==> src/rtl/mem_port_arbiter.sv <==
// Two-port (fetch/data) arbiter onto one downstream memory port with timeout.
// Define MEM_ARB_ROUND_ROBIN_EN for round-robin ties; otherwise data wins.
module mem_port_arbiter #(
  parameter int ADDR_W  = 25,
  parameter int TIMEOUT = 255
) (
  input  logic              clk,
  input  logic              rst_n,
  input  logic              i_enable,
  input  logic [ADDR_W-1:0] i_addr,
  output logic              i_valid,
  output logic [31:0]       i_rdata,
  input  logic              d_enable,
  input  logic              d_rw,
  input  logic [1:0]        d_oplen,
  input  logic [ADDR_W-1:0] d_addr,
  input  logic [31:0]       d_wdata,
  output logic              d_valid,
  output logic [31:0]       d_rdata,
  output logic              m_enable,
  output logic              m_rw,
  output logic [1:0]        m_oplen,
  output logic [ADDR_W-1:0] m_addr,
  output logic [31:0]       m_wdata,
  input  logic              m_done,
  input  logic [31:0]       m_rdata,
  output logic              err_timeout
);

  typedef enum logic [1:0] {
    IDLE,
    GRANT_I,
    GRANT_D
  } state_t;

  localparam logic [7:0] TO_LAST = 8'(TIMEOUT - 1);

  state_t      state;
  logic [7:0]  wait_cnt;
  logic        d_wins;
  logic        pick_d;
  logic        pick_i;
  logic        timed_out;
  logic        finish;
  logic [31:0] fin_data;

`ifdef MEM_ARB_ROUND_ROBIN_EN
  logic last_d;

  // last_d records who completed most recently; the other side wins ties
  always_ff @(posedge clk or negedge rst_n) begin
    if (!rst_n) begin
      last_d <= 1'b0;
    end else if (finish) begin
      last_d <= (state == GRANT_D);
    end
  end

  assign d_wins = !last_d;
`else
  assign d_wins = 1'b1;
`endif

  assign pick_d    = d_enable && (!i_enable || d_wins);
  assign pick_i    = i_enable && !pick_d;
  assign timed_out = (wait_cnt == TO_LAST);
  assign finish    = (state != IDLE) && (m_done || timed_out);
  assign fin_data  = m_done ? m_rdata : 32'hDEAD_BEEF;

  always_ff @(posedge clk or negedge rst_n) begin
    if (!rst_n) begin
      state       <= IDLE;
      wait_cnt    <= 8'd0;
      i_valid     <= 1'b0;
      d_valid     <= 1'b0;
      i_rdata     <= 32'd0;
      d_rdata     <= 32'd0;
      m_enable    <= 1'b0;
      m_rw        <= 1'b0;
      m_oplen     <= 2'd0;
      m_addr      <= '0;
      m_wdata     <= 32'd0;
      err_timeout <= 1'b0;
    end else begin
      i_valid <= 1'b0;
      d_valid <= 1'b0;
      case (state)
        IDLE: begin
          // a valid pulse still on the wires blocks re-grant for one cycle
          if (!i_valid && !d_valid) begin
            if (pick_d) begin
              state    <= GRANT_D;
              wait_cnt <= 8'd0;
              m_enable <= 1'b1;
              m_rw     <= d_rw;
              m_oplen  <= d_oplen;
              m_addr   <= d_addr;
              m_wdata  <= d_wdata;
            end else if (pick_i) begin
              state    <= GRANT_I;
              wait_cnt <= 8'd0;
              m_enable <= 1'b1;
              m_rw     <= 1'b0;
              m_oplen  <= 2'd2;
              m_addr   <= i_addr;
            end
          end
        end
        GRANT_I, GRANT_D: begin
          if (finish) begin
            state    <= IDLE;
            m_enable <= 1'b0;
            if (!m_done) begin
              err_timeout <= 1'b1;
            end
            if (state == GRANT_I) begin
              i_valid <= 1'b1;
              i_rdata <= fin_data;
            end else begin
              d_valid <= 1'b1;
              if (!m_rw || !m_done) begin
                d_rdata <= fin_data;
              end
            end
          end else begin
            wait_cnt <= wait_cnt + 8'd1;
          end
        end
        default: state <= IDLE;
      endcase
    end
  end

endmodule

==> config.mk <==
export PLATFORM = sky130hd
export DESIGN_NAME = mem_port_arbiter
export DESIGN_NICKNAME = d
export VERILOG_FILES = /design/src/rtl/mem_port_arbiter.sv
export SDC_FILE = /design/constraint.sdc
export NUM_CORES = 1
export LEC_CHECK = 0
export ABC_AREA = 1
export BUFFER_PORTS_ARGS = -buffer_cell sky130_fd_sc_hd__buf_4
export CORE_ASPECT_RATIO = 1.5
export CORE_MARGIN = 4
export CORE_UTILIZATION = 48
export DETAILED_ROUTE_END_ITERATION = 6
export HOLD_SLACK_MARGIN = 0.06
export PLACE_DENSITY = 0.84
export SYNTH_ARGS = -nofsm -noshare
export SYNTH_HDL_FRONTEND = slang
export SYNTH_SLANG_ARGS = --single-unit
==> constraint.sdc <==
create_clock -name clk -period 2.1 [get_ports clk]
set_clock_uncertainty 0.15 [all_clocks]
set_input_delay 0.315 -clock clk [delete_from_list [all_inputs] [get_ports clk]]
set_output_delay 0.315 -clock clk [all_outputs]
set_load 0.03 [all_outputs]
== Yosys cells after proc, flatten, opt, wreduce, memory -nomap -nowiden ==
Cells that the tools add are included.
Operators by class
  eq/ne operators: 7
  add/subtract/negate cells: 1
  bitwise gates (word level): 2
  reduce and logical (&&, ||, !) cells: 23
  multiplexer cells: 28
Operator list (number)
  25-bit 2-to-1 mux: 2
  32-bit 2-to-1 mux: 1
  8-bit 2-to-1 mux: 4
  8-bit one-hot mux with 2 select lines: 1
  3-bit AND reduction: 5
  1-bit 2-to-1 mux: 12
  2-bit 2-to-1 mux: 6
  4-bit AND reduction: 3
  8-bit by 1-bit adder with 8-bit output, second input constant: 1
  8-bit equality test, second input constant: 1
  2-bit inequality test, second input constant: 3
  2-bit nonzero test: 3
  1-bit zero test: 5
  2-bit one-hot mux with 2 select lines: 1
  1-bit logical AND: 3
  3-bit inequality test, second input constant: 1
  2-bit by 1-bit equality test with 1-bit output, second input constant: 1
  2-bit equality test, second input constant: 1
  2-bit zero test: 1
  1-bit logical OR: 2
  1-bit NOT: 2
  1-bit one-hot mux with 2 select lines: 1
  2-bit OR reduction: 1
Storage, ports and cells
  flip-flop bits (word level): 138
  output and inout port bits: 128
  input port bits: 122

== Depth between registers and ports, before layout ==
Gate-level depths: netlist of run 1.
  depth after elaboration: 6
  mapped depth: 11
  depth with buffers taken out: 11

== Worst setup path before layout of run 1 ==
Ideal clock, no wire load.
  kind: flip-flop to flip-flop
  start: register state[0]
  end: register i_rdata[12]
  arrival time: 1.488 ns
  path buffers: 3
  setup slack: 0.332 ns
  library setup time: 0.130 ns
  cell stages (with the launch flop): 11
  data required time: 1.820 ns
  cells stage by stage: dfrtp_1 > inv_1 > ha_1 > buf_4 > inv_1 > nor2_1 > nand3_2 > buf_6 > buf_6 > nand2_2 > o21ai_1
On the way
  cells in the longest elaborated chain, start to end: 3
  elaborated cells on any way between the ends: 6
RTL lines
  start, declared: RTL line 38  | state_t state;
  start signal, assigned: RTL line 72  | state <= IDLE;
  start signal, assigned: RTL line 92  | state <= GRANT_D;
  start signal, assigned: RTL line 100  | state <= GRANT_I;
  2-bit by 1-bit equality test with 1-bit output (tied with other cells): RTL line 87, 116
  2-bit OR reduction / 1-bit logical AND (equally long branches): RTL line 87, 67
  3-bit AND reduction (no source line) *
  end signal, assigned: RTL line 118  | i_rdata <= fin_data;
  end, declared: RTL line 12  | output logic [31:0] i_rdata,
Every way passes the cells marked *; elsewhere a longest branch is shown, timed or not.
A chain may end at the register's enable or synchronous reset.

== Final worst setup path of run 1 ==
  start: register state[0]
  end: register wait_cnt[2]
On the way
  cells in the longest elaborated chain, start to end: 4
  elaborated cells on any way between the ends: 12
RTL lines
  2-bit by 1-bit equality test with 1-bit output (tied with other cells): RTL line 87  | case (state)
  2-bit OR reduction / 1-bit logical AND (equally long branches): RTL line 87, 67
  2-bit inequality test (no source line) / 2-bit nonzero test (equally long branches)
  4-bit AND reduction (no source line)
  end signal, assigned: RTL line 126  | wait_cnt <= wait_cnt + 8'd1;
  end, declared: RTL line 39  | logic [7:0] wait_cnt;
Parallel ways exist; a longest one is shown, timed or not.

==> summary.txt, run 1 <==
Placed design
  • Placed Instances: 1,038
  • Placed Instance Area: 7936 sq um
  • Detailed placement HPWL: 11,470 um
  • IO buf count: 249
  • Global placer's final weighted congestion: 0.8516

Global route
  • Maximum number of pins on one net before global-route repair: 65
  • Overflow after GRT: 0
  • Number of global-route vias before repair: 6,011
  • Total global routing track utilization: 0.2645
  • Initial antenna violation count: 0
  • First-pass GRT wire length: 29,580 um

Critical path
  • Max FO, Critical Path: 10
  • Critical path's slowest cell: dfrtp_1
  • CP cell instances: inv_1, ha_1, inv_1, nor2_1, nand3_1, nand2_2, inv_1, nand2_1, o21ai_0
  • First element of the critical path: state[0]
  • Required time of the critical path: 2.23 ns
  • Data arrival time of the critical path: 2.03 ns
  • Max stage delay on crit path: 0.37 ns
  • Reg-to-reg critical path startpoint: state[0]
  • Cell mode on critical path: inv_1
  • Sort of element at the start of the critical path: flop
  • Start-to-end type of the worst setup path: reg2reg
  • Critical Path End Type: flop

Floorplan
  • Die ar.: 14,140 sq um
  • Core area: 12,020 sq um
  • Die height: 143.7 um
  • Number of standard-cell rows in the floorplan: 49
  • Die Width: 98.45 um
  • Initial Utilization: 0.4902
  • Number of top-level pins: 250

Pwr
  • Largest vdd supply drop: 1.000 mV
  • Power density relative to cell area: 1590 nW/um^2
  • Final total power: 14.78 mW
  • Leak Pwr: 4.845 nW

Timing
  • Fin crit share: 0.9032
  • Time the final worst path needs with I/O delays and setup: 1.897 ns
  • Final setup violation count: 0
  • Slew at the pin with the worst max-slew slack: 0.5068 ns
  • Number of endpoints with negative hold slack in the final report: 0
  • Timing-limited maximum frequency: 0.5272 GHz
  • Hold WS: 0.07691 ns
  • Slew margin rel.: 0.6622
  • RSZ-0062 raised after global routing: false
  • Total negative setup slack: 0 ns
  • Final number of max-transition violations: 0

Clock network
  • CTS Buffer Depth: 2
  • CTS buffer count: 17
  • CTS root buf: clkbuf_16
  • Post-CTS setup repair buffer count: 0
  • Sinks on Clock Net: 138
  • CTS tree: built
  • Clock transition time at the flip-flop clock pins of the worst setup and hold paths: 0.06 ns
  • Number of H-tree branching levels: 4
  • Clock insertion delay at the later pin of the skew report: 0.41 ns

Synth
  • Syn nets: 782
  • Proportion of synthesized chip area in sequential cells: 0.5862
  • Cells taking the most area after synthesis: dfrtp_1 (59%), nand2_1 (15%), o21ai_0 (4.7%), o21ai_1 (3.6%), o21ai_2 (3.4%)
  • Average size of a mapped cell: 8.980 sq um
  • Number of enable flip-flop cells after synthesis: 0
  • Synth Register Bits: 138
  • Post-synth cell types: 29
  • Most numerous cell in the Yosys netlist: nand2_1
  • Post-synth top cells: nand2_1 (230), dfrtp_1 (138), o21ai_0 (55)
  • Area share of the largest cell type after synthesis: 0.5862
  • Fraction of registers with async set or reset after synthesis: 1.000
  • Number of instances in the synthesized netlist: 656
  • Primary FF master, synth: dfrtp_1
  • Synth Warn #: 0
  • Largest area contributor in the synthesized netlist: dfrtp_1
  • Post-synthesis cell area: 5891 sq um

Route
  • Starting DRT DRC Count: 216
  • Vias per cell: 5.023
  • DR DRC count: 0
  • Highest metal used: met4
  • Routed Wire Length: 18,480 um
  • Detailed-routed wire length on met2: 9964 um
  • Antenna violation net count after detailed routing: 0
  • Met1 Routed Length: 6441 um
  • Routed wire per std cell: 16.09 um
  • Routed met3 length: 1286 um
  • Router iterations before antenna repair: 5
  • DR vias: 5,771

Layout
  • Number of inserted diodes: 0
  • Post-layout instance count excluding filler cells: 1,149
  • Multi-input logic area: 2090 sq um
  • Fill cell count: 793
  • Final #Nets: 1,109
  • Reg area: 3453 sq um
  • Layout Cell Area excl Fill: 9294 sq um
  • Area overhead of the layout relative to synthesis: 57.77%
  • Fraction of layout cells with a size suffix above 1: 0.3494

Worst hold path
  • Classification of the worst-slack hold path: in2reg
  • Hold wc startpoint: i_addr[5]

Run status
  • Run status: completed

Flow run
  • Max-cap violations: 0
==> critical path, delay by kind of cell (launching register included) <==
| kind | cells | cell delay (ns) |
|---|---|---|
| and+or+nand+nor | 4 | 0.61 |
| DFF | 1 | 0.37 |
| adders and majority gates | 1 | 0.29 |
| buffers and inverters | 3 | 0.28 |
| AOI/OAI and AO/OA | 1 | 0.08 |
==> layout by cell type (no fill, tap or decap), types with 2 or more instances in the layout <==
master | synthesis | layout
a22o_1 | 2 | 2
buf_12 | 0 | 5
buf_4 | 2 | 257
clkbuf_16 | 0 | 17
clkinv_4 | 0 | 2
clkinvlp_4 | 0 | 4
dfrtp_1 | 138 | 138
dlygate4sd3_1 | 0 | 79
ha_1 | 4 | 4
inv_1 | 41 | 41
inv_6 | 0 | 5
nand2_1 | 230 | 230
nand2_2 | 24 | 24
nand3_1 | 10 | 10
nand3_4 | 1 | 2
nor2_1 | 38 | 38
o21ai_0 | 55 | 55
o21ai_1 | 42 | 42
o21ai_2 | 23 | 23
o21bai_1 | 2 | 2
==> state kept, by name, summed over array words and instances (netlist names) <==
| signal | cells |
|---|---|
| i_valid | 1 |
| m_enable | 1 |
| state | 2 |
| err_timeout | 1 |
| d_valid | 1 |
| m_oplen | 2 |
| m_rw | 1 |
| wait_cnt | 8 |
| i_rdata | 32 |
| m_addr | 25 |
| m_wdata | 32 |
| d_rdata | 32 |
==> stage by stage <==
step	setup slack (ns)	utilization
2_1_floorplan	0.3318	-
3_3_place_gp	0.2869	0.6605
3_5_place_dp	0.1996	0.6605
4_1_cts	0.1834	0.7734
5_1_grt	0.01334	0.7734
6_report	0.2033	0.7734
==> final timing paths <==
path | end | slack [ns] | depth (start not counted)
min reg2reg | state[1] | 0.32 | 2
min | m_addr[5] | 0.08 | 3
max | wait_cnt[2] | 0.20 | 9
min in group asynchronous | d_rdata[28] | 0.27 | 2
max in group asynchronous | m_wdata[14] | 0.95 | 3
max reg2reg | wait_cnt[2] | 0.20 | 9
==> logic make-up after synthesis <==
kind of cell,synth area share
and+or+nand+nor,0.2184
DFF,0.5862
AOI/OAI and AO/OA,0.1236
buffers and inverters,0.06032
adders and majority gates,0.008497
xor gates and xnor gates,0.002974
==> report_power, final <==
part / switching (mW) / internal [mW] / leakage, nW / total, mW
combinational: 4.65 / 2.59 / 2.85 / 7.24
sequential: 0.798 / 3.88 / 1.73 / 4.68
clock: 1.19 / 1.66 / 0.266 / 2.85
==> metal layers <==
| metal | GRT usage | up-vias |
|---|---|---|
| met3 | 0.07139 | 60 |
| li1 | - | 2720 |
| met2 | 0.4692 | 279 |
| met1 | 0.2848 | 2712 |
| met5 | 0 | - |
| met4 | 0.1468 | 0 |
==> layout make-up <==
type / count / area share
flip-flops and latches: 138 / 0.3716
repair buffers: 342 / 0.3047
multi-input cells: 441 / 0.2248
clock buffers: 18 / 0.04618
well taps: 153 / 0.02060
inverters: 43 / 0.01737
clock inverters: 14 / 0.01481
==> what timing repair did <==
item | CTS | global route
gates resized for setup | 0 | 0
hold buffers | 79 | 0
hold endpoints to repair | 150 | 0
(Power assumes the default switching activity.)
==> run 2: changes to the inputs <==
--- a/config.mk
+++ b/config.mk
@@ -5,7 +5,6 @@
 export SDC_FILE = /design/constraint.sdc
 export NUM_CORES = 1
 export LEC_CHECK = 0
-export ABC_AREA = 1
 export BUFFER_PORTS_ARGS = -buffer_cell sky130_fd_sc_hd__buf_4
 export CORE_ASPECT_RATIO = 1.5
 export CORE_MARGIN = 4
==> run 2 against run 1 <==
Effect of this change: global-route usage decreased by 2.5 points; first-iteration DRC count decreased by 21%; combinational power increased by 2%; critical path depth decreased by 3; via count decreased by 16%; design area increased by 0.13%; clock-buffer cell count unchanged; synthesized area decreased by 0.30%; maximum frequency decreased by 4.5%.
==> summary.txt, run 2 <==
Run status
  • Run status: completed

Timing
  • Number of endpoints with negative hold slack in the final report: 0
  • Slew margin rel.: 0.5826
  • Slew at the pin with the worst max-slew slack: 0.6234 ns
  • Final number of max-transition violations: 0
  • Hold WS: 0.07032 ns
  • Total negative setup slack: 0 ns
  • Final setup violation count: 0
  • Time the final worst path needs with I/O delays and setup: 1.985 ns
  • Timing-limited maximum frequency: 0.5037 GHz
  • Fin crit share: 0.9453
  • RSZ-0062 raised after global routing: false

Route
  • Antenna violation net count after detailed routing: 0
  • DR vias: 4,850
  • Routed wire per std cell: 17.94 um
  • Router iterations before antenna repair: 4
  • Routed Wire Length: 16,790 um
  • Starting DRT DRC Count: 171
  • DR DRC count: 0
  • Vias per cell: 5.182

Pwr
  • Switching share of total power: 0.4054
  • Leak Pwr: 4.576 nW
  • Sequential group share of total power: 0.308
  • Power spent charging and discharging nets: 6.208 mW
  • Power density relative to cell area: 1645 nW/um^2
  • Power share of the clock group: 0.210
  • Comb power frac: 0.482
  • Largest vdd supply drop: 1.159 mV
  • Design internal power: 9.105 mW

Clock network
  • Clock transition time at the flip-flop clock pins of the worst setup and hold paths: 0.06 ns
  • CTS buffer count: 17
  • CTS root buf: clkbuf_16
  • Number of H-tree branching levels: 4
  • CTS tree: built
  • Clock insertion delay at the later pin of the skew report: 0.40 ns
  • Sinks on Clock Net: 138
  • CTS Buffer Depth: 2
  • Post-CTS setup repair buffer count: 0

Global route
  • Total global routing track utilization: 0.2395
  • Initial antenna violation count: 0
  • Number of global-route vias before repair: 5,210
  • Maximum number of pins on one net before global-route repair: 61
  • First-pass GRT wire length: 26,710 um
  • Overflow after GRT: 0

Critical path
  • Family with the most delay on the worst path: compound AO/OA/AOI/OAI gates
  • Reg-to-reg critical path startpoint: wait_cnt[0]
  • Bufs and invs on worst path: 1
  • Sort of element at the start of the critical path: flop
  • Start-to-end type of the worst setup path: reg2reg
  • FF-to-FF path depth: 6
  • Max FO, Critical Path: 8
  • CP cell instances: inv_1, ha_1, nand4_1, o211ai_1, a21oi_1, mux2i_1
  • Reg-to-reg slack, setup: 0.11 ns
  • Critical path's slowest cell: o211ai_1
  • Required time of the critical path: 2.23 ns
  • Critical Path End Type: flop
  • Data arrival time of the critical path: 2.11 ns
  • Critical R2R Capture: wait_cnt[6]
  • Max stage delay on crit path: 0.56 ns

Flow run
  • Max-cap violations: 0

Placed design
  • IO buf count: 249
  • Global placer's final weighted congestion: 0.8602
  • Placed Instances: 834
  • Detailed placement HPWL: 11,290 um

Floorplan
  • Initial Utilization: 0.4888
  • Number of standard-cell rows in the floorplan: 49
  • Die ar.: 14,110 sq um
  • Die height: 143.5 um
  • Number of top-level pins: 250
  • Die Width: 98.32 um
  • Core area: 12,020 sq um

Synth
  • Average size of a mapped cell: 13.08 sq um
  • Post-synth top cells: dfrtp_1 (138), mux2i_1 (35), mux2_2 (34), nand2_1 (34), o21ai_0 (31)
  • Area share of the largest cell type after synthesis: 0.5880
  • Synth Register Bits: 138
  • Most numerous cell in the Yosys netlist: dfrtp_1
  • Synth Warn #: 0
  • Cells taking the most area after synthesis: dfrtp_1 (59%), mux2_2 (6.5%), mux2_4 (6.4%), mux2i_1 (6.0%), o22a_1 (3.6%)
  • Primary FF master, synth: dfrtp_1
  • Proportion of synthesized chip area in sequential cells: 0.5880
  • Largest area contributor in the synthesized netlist: dfrtp_1
  • Number of instances in the synthesized netlist: 449
  • Syn nets: 575
  • Post-synthesis cell area: 5873 sq um
  • Post-synth cell types: 39
  • Fraction of registers with async set or reset after synthesis: 1.000
  • Number of enable flip-flop cells after synthesis: 0

Worst hold path
  • Worst Hold Path EP: m_addr[19]
  • Hold wc startpoint: d_addr[19]
  • Min-Delay Path Depth: 3
  • Classification of the worst-slack hold path: in2reg

Layout
  • Highest-count cells in the layout ignoring fill and taps: buf_4 (253), dfrtp_1 (138), dlygate4sd3_1 (70)
  • Post-layout instance count excluding filler cells: 936
  • Number of inserted diodes: 0
  • Fraction of layout cells with a size suffix above 1: 0.4598
  • Area overhead of the layout relative to synthesis: 58.46%
  • Final core utilization: 0.7745
  • Final #Nets: 896
  • Most common cell after layout, fill and taps aside: buf_4
  • Registers with the highest flip-flop counts: d_rdata x32, i_rdata x32, m_wdata x32
-- run 2: changes by cell type after synthesis, sizes merged, moves of 5 or more --
cell     previous run  this run
and2                0         5
inv                42        15
mux2                0        59
mux2i               0        35
nand2             255        35
nand2b              0        25
nand3              12         6
nor2               40         3
o21ai             120        32
o22a                1        24
o2bb2ai             0         7
-- run 2: routing by layer --
| layer | vias up | track usage | wire (um) |
|---|---|---|---|
| met3 | 48 | 0.06119 | 1048 |
| met1 | 2375 | 0.2677 | 5951 |
| li1 | 2226 | - | - |
| met5 | - | 0 | 0 |
| met2 | 201 | 0.4314 | 9179 |
| met4 | 0 | 0.1029 | 610 |
-- run 2: per-stage QoR --
| stage | area (sq um) | setup WS, ns | total power, mW |
|---|---|---|---|
| final | 9306 | 0.1148 | 15.31 |
| after CTS | 9299 | 0.06423 | 15.36 |
| after floorplan | 5873 | 0.1081 | 9.087 |
| after detailed placement | 7950 | 0.06432 | 11.98 |
| after global routing | 9306 | 0.001697 | 16.06 |
| after global placement | 7950 | 0.1795 | 11.72 |
-- run 2: power groups by stage --
stage | registers (mW) | logic (mW) | clock network [mW]
2_1_floorplan | 6.99 | 2.09 | 0
3_3_place_gp | 4.67 | 7.05 | 0
3_5_place_dp | 4.72 | 7.26 | 0
4_1_cts | 4.70 | 7.38 | 3.28
5_1_grt | 4.86 | 7.79 | 3.41
6_report | 4.72 | 7.38 | 3.22
-- run 2: area by class of cell --
type                       instances  area [sq um]
clock buffer                      18         439.2
sequential                       138          3453
clock inverter                    14         209.0
fill                             719          2710
multi-input combinational        268          2223
tap                              153         191.4
timing repair buffer             330          2731
inverter                          15         58.81
-- run 2: cells by family (layout without fill, tap and decap cells) --
| family | count (synthesis) | count (layout) | synth area share |
|---|---|---|---|
| AO/OA/AOI/OAI | 89 | 89 | 0.1080 |
| adder cells (fa/ha/maj) | 4 | 4 | 0.008522 |
| buffers and inverters | 43 | 377 | 0.03515 |
| flip-flops | 138 | 138 | 0.5880 |
| multiplexers | 94 | 94 | 0.1888 |
| AND/OR/NAND/NOR | 81 | 81 | 0.07158 |
-- run 2: worst max-delay path by stage --
stage,cells past startpoint,from,to,slack (ns)
global route,7,state[0],i_rdata[22],0.002
detailed placement,6,state[0],wait_cnt[7],0.06
floorplan,9,state[0],i_rdata[1],0.11
global placement,7,state[0],i_rdata[21],0.18
CTS,6,state[1],wait_cnt[7],0.06
finish,6,wait_cnt[0],wait_cnt[6],0.11
-- run 2: repair_timing --
| action | in CTS | in global routing |
|---|---|---|
| hold buffers | 70 | 0 |
| hold endpoints to repair | 194 | 0 |
| setup endpoints to repair | 0 | 25 |
| resized for setup | 0 | 4 |
-- run 2: tightest hold or removal path, stage by stage --
cell and delay, ns:
buf_4 0.08, mux2i_1 0.06, o21ai_0 0.13
==> run 3: changes to the inputs <==
==> constraint.sdc (replaced) <==
create_clock -name clk -period 2.1 [get_ports clk]
set_clock_uncertainty 0.15 [all_clocks]
set_input_delay 0.42 -clock clk [delete_from_list [all_inputs] [get_ports clk]]
set_output_delay 0.42 -clock clk [all_outputs]
set_load 0.03 [all_outputs]
==> run 3 against run 2 <==
Effect of this change: total power fell by 2.3%; first-iteration DRC count fell by 22%; die area did not move; critical path depth rose by 1; sequential power fell by 0.8%; global-route usage fell by 2.6 points; worst hold slack improved by 0.011 ns; final cell count fell by 7.2%; wire length fell by 11%; clock power fell by 5%; worst setup slack got worse by 0.033 ns; highest routed layer unchanged.
==> summary.txt, run 3 (same netlist as run 2, synthesis figures left out) <==
Run status
  • Run status: completed

Worst hold path
  • Worst Hold Path EP: m_oplen[0]
  • Hold wc startpoint: d_oplen[0]
  • Min-Delay Path Depth: 2
  • Classification of the worst-slack hold path: in2reg

Clock network
  • CTS Buffer Depth: 2
  • Clock transition time at the flip-flop clock pins of the worst setup and hold paths: 0.06 ns
  • Sinks on Clock Net: 138
  • Clock insertion delay at the later pin of the skew report: 0.40 ns
  • CTS root buf: clkbuf_16
  • CTS tree: built
  • Post-CTS setup repair buffer count: 0
  • CTS buffer count: 17
  • Number of H-tree branching levels: 4

Critical path
  • Data arrival time of the critical path: 2.15 ns
  • Reg-to-reg slack, setup: 0.08 ns
  • Max FO, Critical Path: 32
  • Reg-to-reg critical path startpoint: wait_cnt[0]
  • FF-to-FF path depth: 7
  • Start-to-end type of the worst setup path: reg2reg
  • Required time of the critical path: 2.23 ns
  • Critical R2R Capture: d_rdata[18]
  • Critical Path End Type: flop
  • Sort of element at the start of the critical path: flop

Layout
  • Number of inserted diodes: 0
  • Fraction of layout cells with a size suffix above 1: 0.5070
  • Registers with the highest flip-flop counts: d_rdata x32, i_rdata x32, m_wdata x32
  • Area overhead of the layout relative to synthesis: 46.38%
  • Final core utilization: 0.7154
  • Fill cell count: 863
  • Most common cell after layout, fill and taps aside: buf_4
  • Highest-count cells in the layout ignoring fill and taps: buf_4 (255), dfrtp_1 (137), mux2i_1 (35)
  • Final #Nets: 829

Timing
  • Slew margin rel.: 0.6315
  • Slew at the pin with the worst max-slew slack: 0.5504 ns
  • Hold WS: 0.08129 ns
  • Time the final worst path needs with I/O delays and setup: 2.019 ns
  • Final number of max-transition violations: 0
  • Total negative setup slack: 0 ns
  • Timing-limited maximum frequency: 0.4954 GHz
  • Fin crit share: 0.9612
  • RSZ-0062 raised after global routing: true
  • Final setup violation count: 0
  • Number of endpoints with negative hold slack in the final report: 0

Global route
  • First-pass GRT wire length: 24,010 um
  • GR Util met1: 0.2334
  • Overflow after GRT: 0
  • Busiest metal layer after global routing: met2
  • Maximum number of pins on one net before global-route repair: 55
  • Total global routing track utilization: 0.2132
  • GRT met3 Usage: 0.05828
  • Number of global-route vias before repair: 4,905
  • Routing usage on met2: 0.3889
  • Initial antenna violation count: 0

Flow run
  • Max-cap violations: 0

Pwr
  • Leak Pwr: 4.273 nW
  • Largest vdd supply drop: 0.8519 mV
  • Power density relative to cell area: 1740 nW/um^2
  • Final total power: 14.96 mW

Floorplan
  • Die height: 143.5 um
  • Die Width: 98.32 um
  • Number of standard-cell rows in the floorplan: 49
  • Initial Utilization: 0.4888
  • Number of top-level pins: 250
  • Core area: 12,020 sq um
  • Die ar.: 14,110 sq um

Route
  • Routed Wire Length: 14,940 um
  • DR vias: 4,528
  • Routed wire per std cell: 17.19 um
  • DR DRC count: 0
  • Vias per cell: 5.211
  • Router iterations before antenna repair: 4
  • Antenna violation net count after detailed routing: 0
  • Starting DRT DRC Count: 134

Placed design
  • Global placer's final weighted congestion: 0.8593
  • Detailed placement HPWL: 11,470 um
  • IO buf count: 249
## run 3: cell count changes in the layout (fill, tap and decap cells not counted), sizes merged
cell	before	now
dlygate4sd3	70	1
clkinv	4	3
buf	260	262
bufinv	4	3
clkinvlp	1	4
inv	20	18
clkbuf	18	19
## run 3: how the worst max path moves through the flow
| stage | endpoint | cells after the start | slack [ns] | start |
|---|---|---|---|---|
| finish | d_rdata[18] | 7 | 0.08 | wait_cnt[0] |
| global route | wait_cnt[5] | 6 | -0.04 | state[0] |
| CTS | i_rdata[3] | 7 | 0.05 | state[0] |
| detailed placement | i_rdata[3] | 7 | 0.08 | state[0] |
| global placement | i_rdata[21] | 7 | 0.18 | state[0] |
| floorplan | i_rdata[1] | 9 | 0.11 | state[0] |
## run 3: final cells by class
| cell class | count | area (sq um) | share of cell area |
|---|---|---|---|
| sequential | 138 | 3455 | 0.4018 |
| clock inverter | 13 | 165.2 | 0.01921 |
| multi-input combinational | 268 | 2218 | 0.2580 |
| clock buffer | 19 | 452.9 | 0.05269 |
| tap | 153 | 191.4 | 0.02227 |
| inverter | 15 | 58.81 | 0.006840 |
| timing repair buffer | 263 | 2056 | 0.2391 |
## run 3: critical path, cell delays in order (launching register included)
cell	delay, ns
dfrtp_2	0.44
inv_2	0.07
ha_1	0.15
nand4_1	0.16
o31ai_2	0.27
nand3b_2	0.12
buf_12	0.21
mux2_4	0.32
## run 3: timing repair
| item | CTS | global route |
|---|---|---|
| hold buffers | 1 | 0 |
| gates resized for setup | 0 | 4 |
| endpoints found under the setup margin | 0 | 31 |
| endpoints found under the hold margin | 45 | 0 |
## run 3: metrics by stage
stage | area [sq um] | setup WS [ns] | std cells
final | 8597 | 0.08147 | 869
after global routing | 8597 | -0.03576 | 869
after CTS | 8593 | 0.05297 | 869
after detailed placement | 7965 | 0.08167 | 836
after global placement | 7965 | 0.1760 | 836
after floorplan | 5873 | 0.1081 | 449
## run 3: routing by layer
layer | share of wire | vias to the layer above
li1 | - | 2092
met1 | 0.36 | 2219
met2 | 0.55 | 184
met3 | 0.066 | 33
met4 | 0.029 | 0
met5 | 0 | -
## run 3: power by group
group	internal (mW)	total (mW)	leakage, nW	switching [mW]
registers	3.92	4.68	1.67	0.766
clock network	1.94	3.07	0.292	1.13
logic	3.06	7.21	2.32	4.15
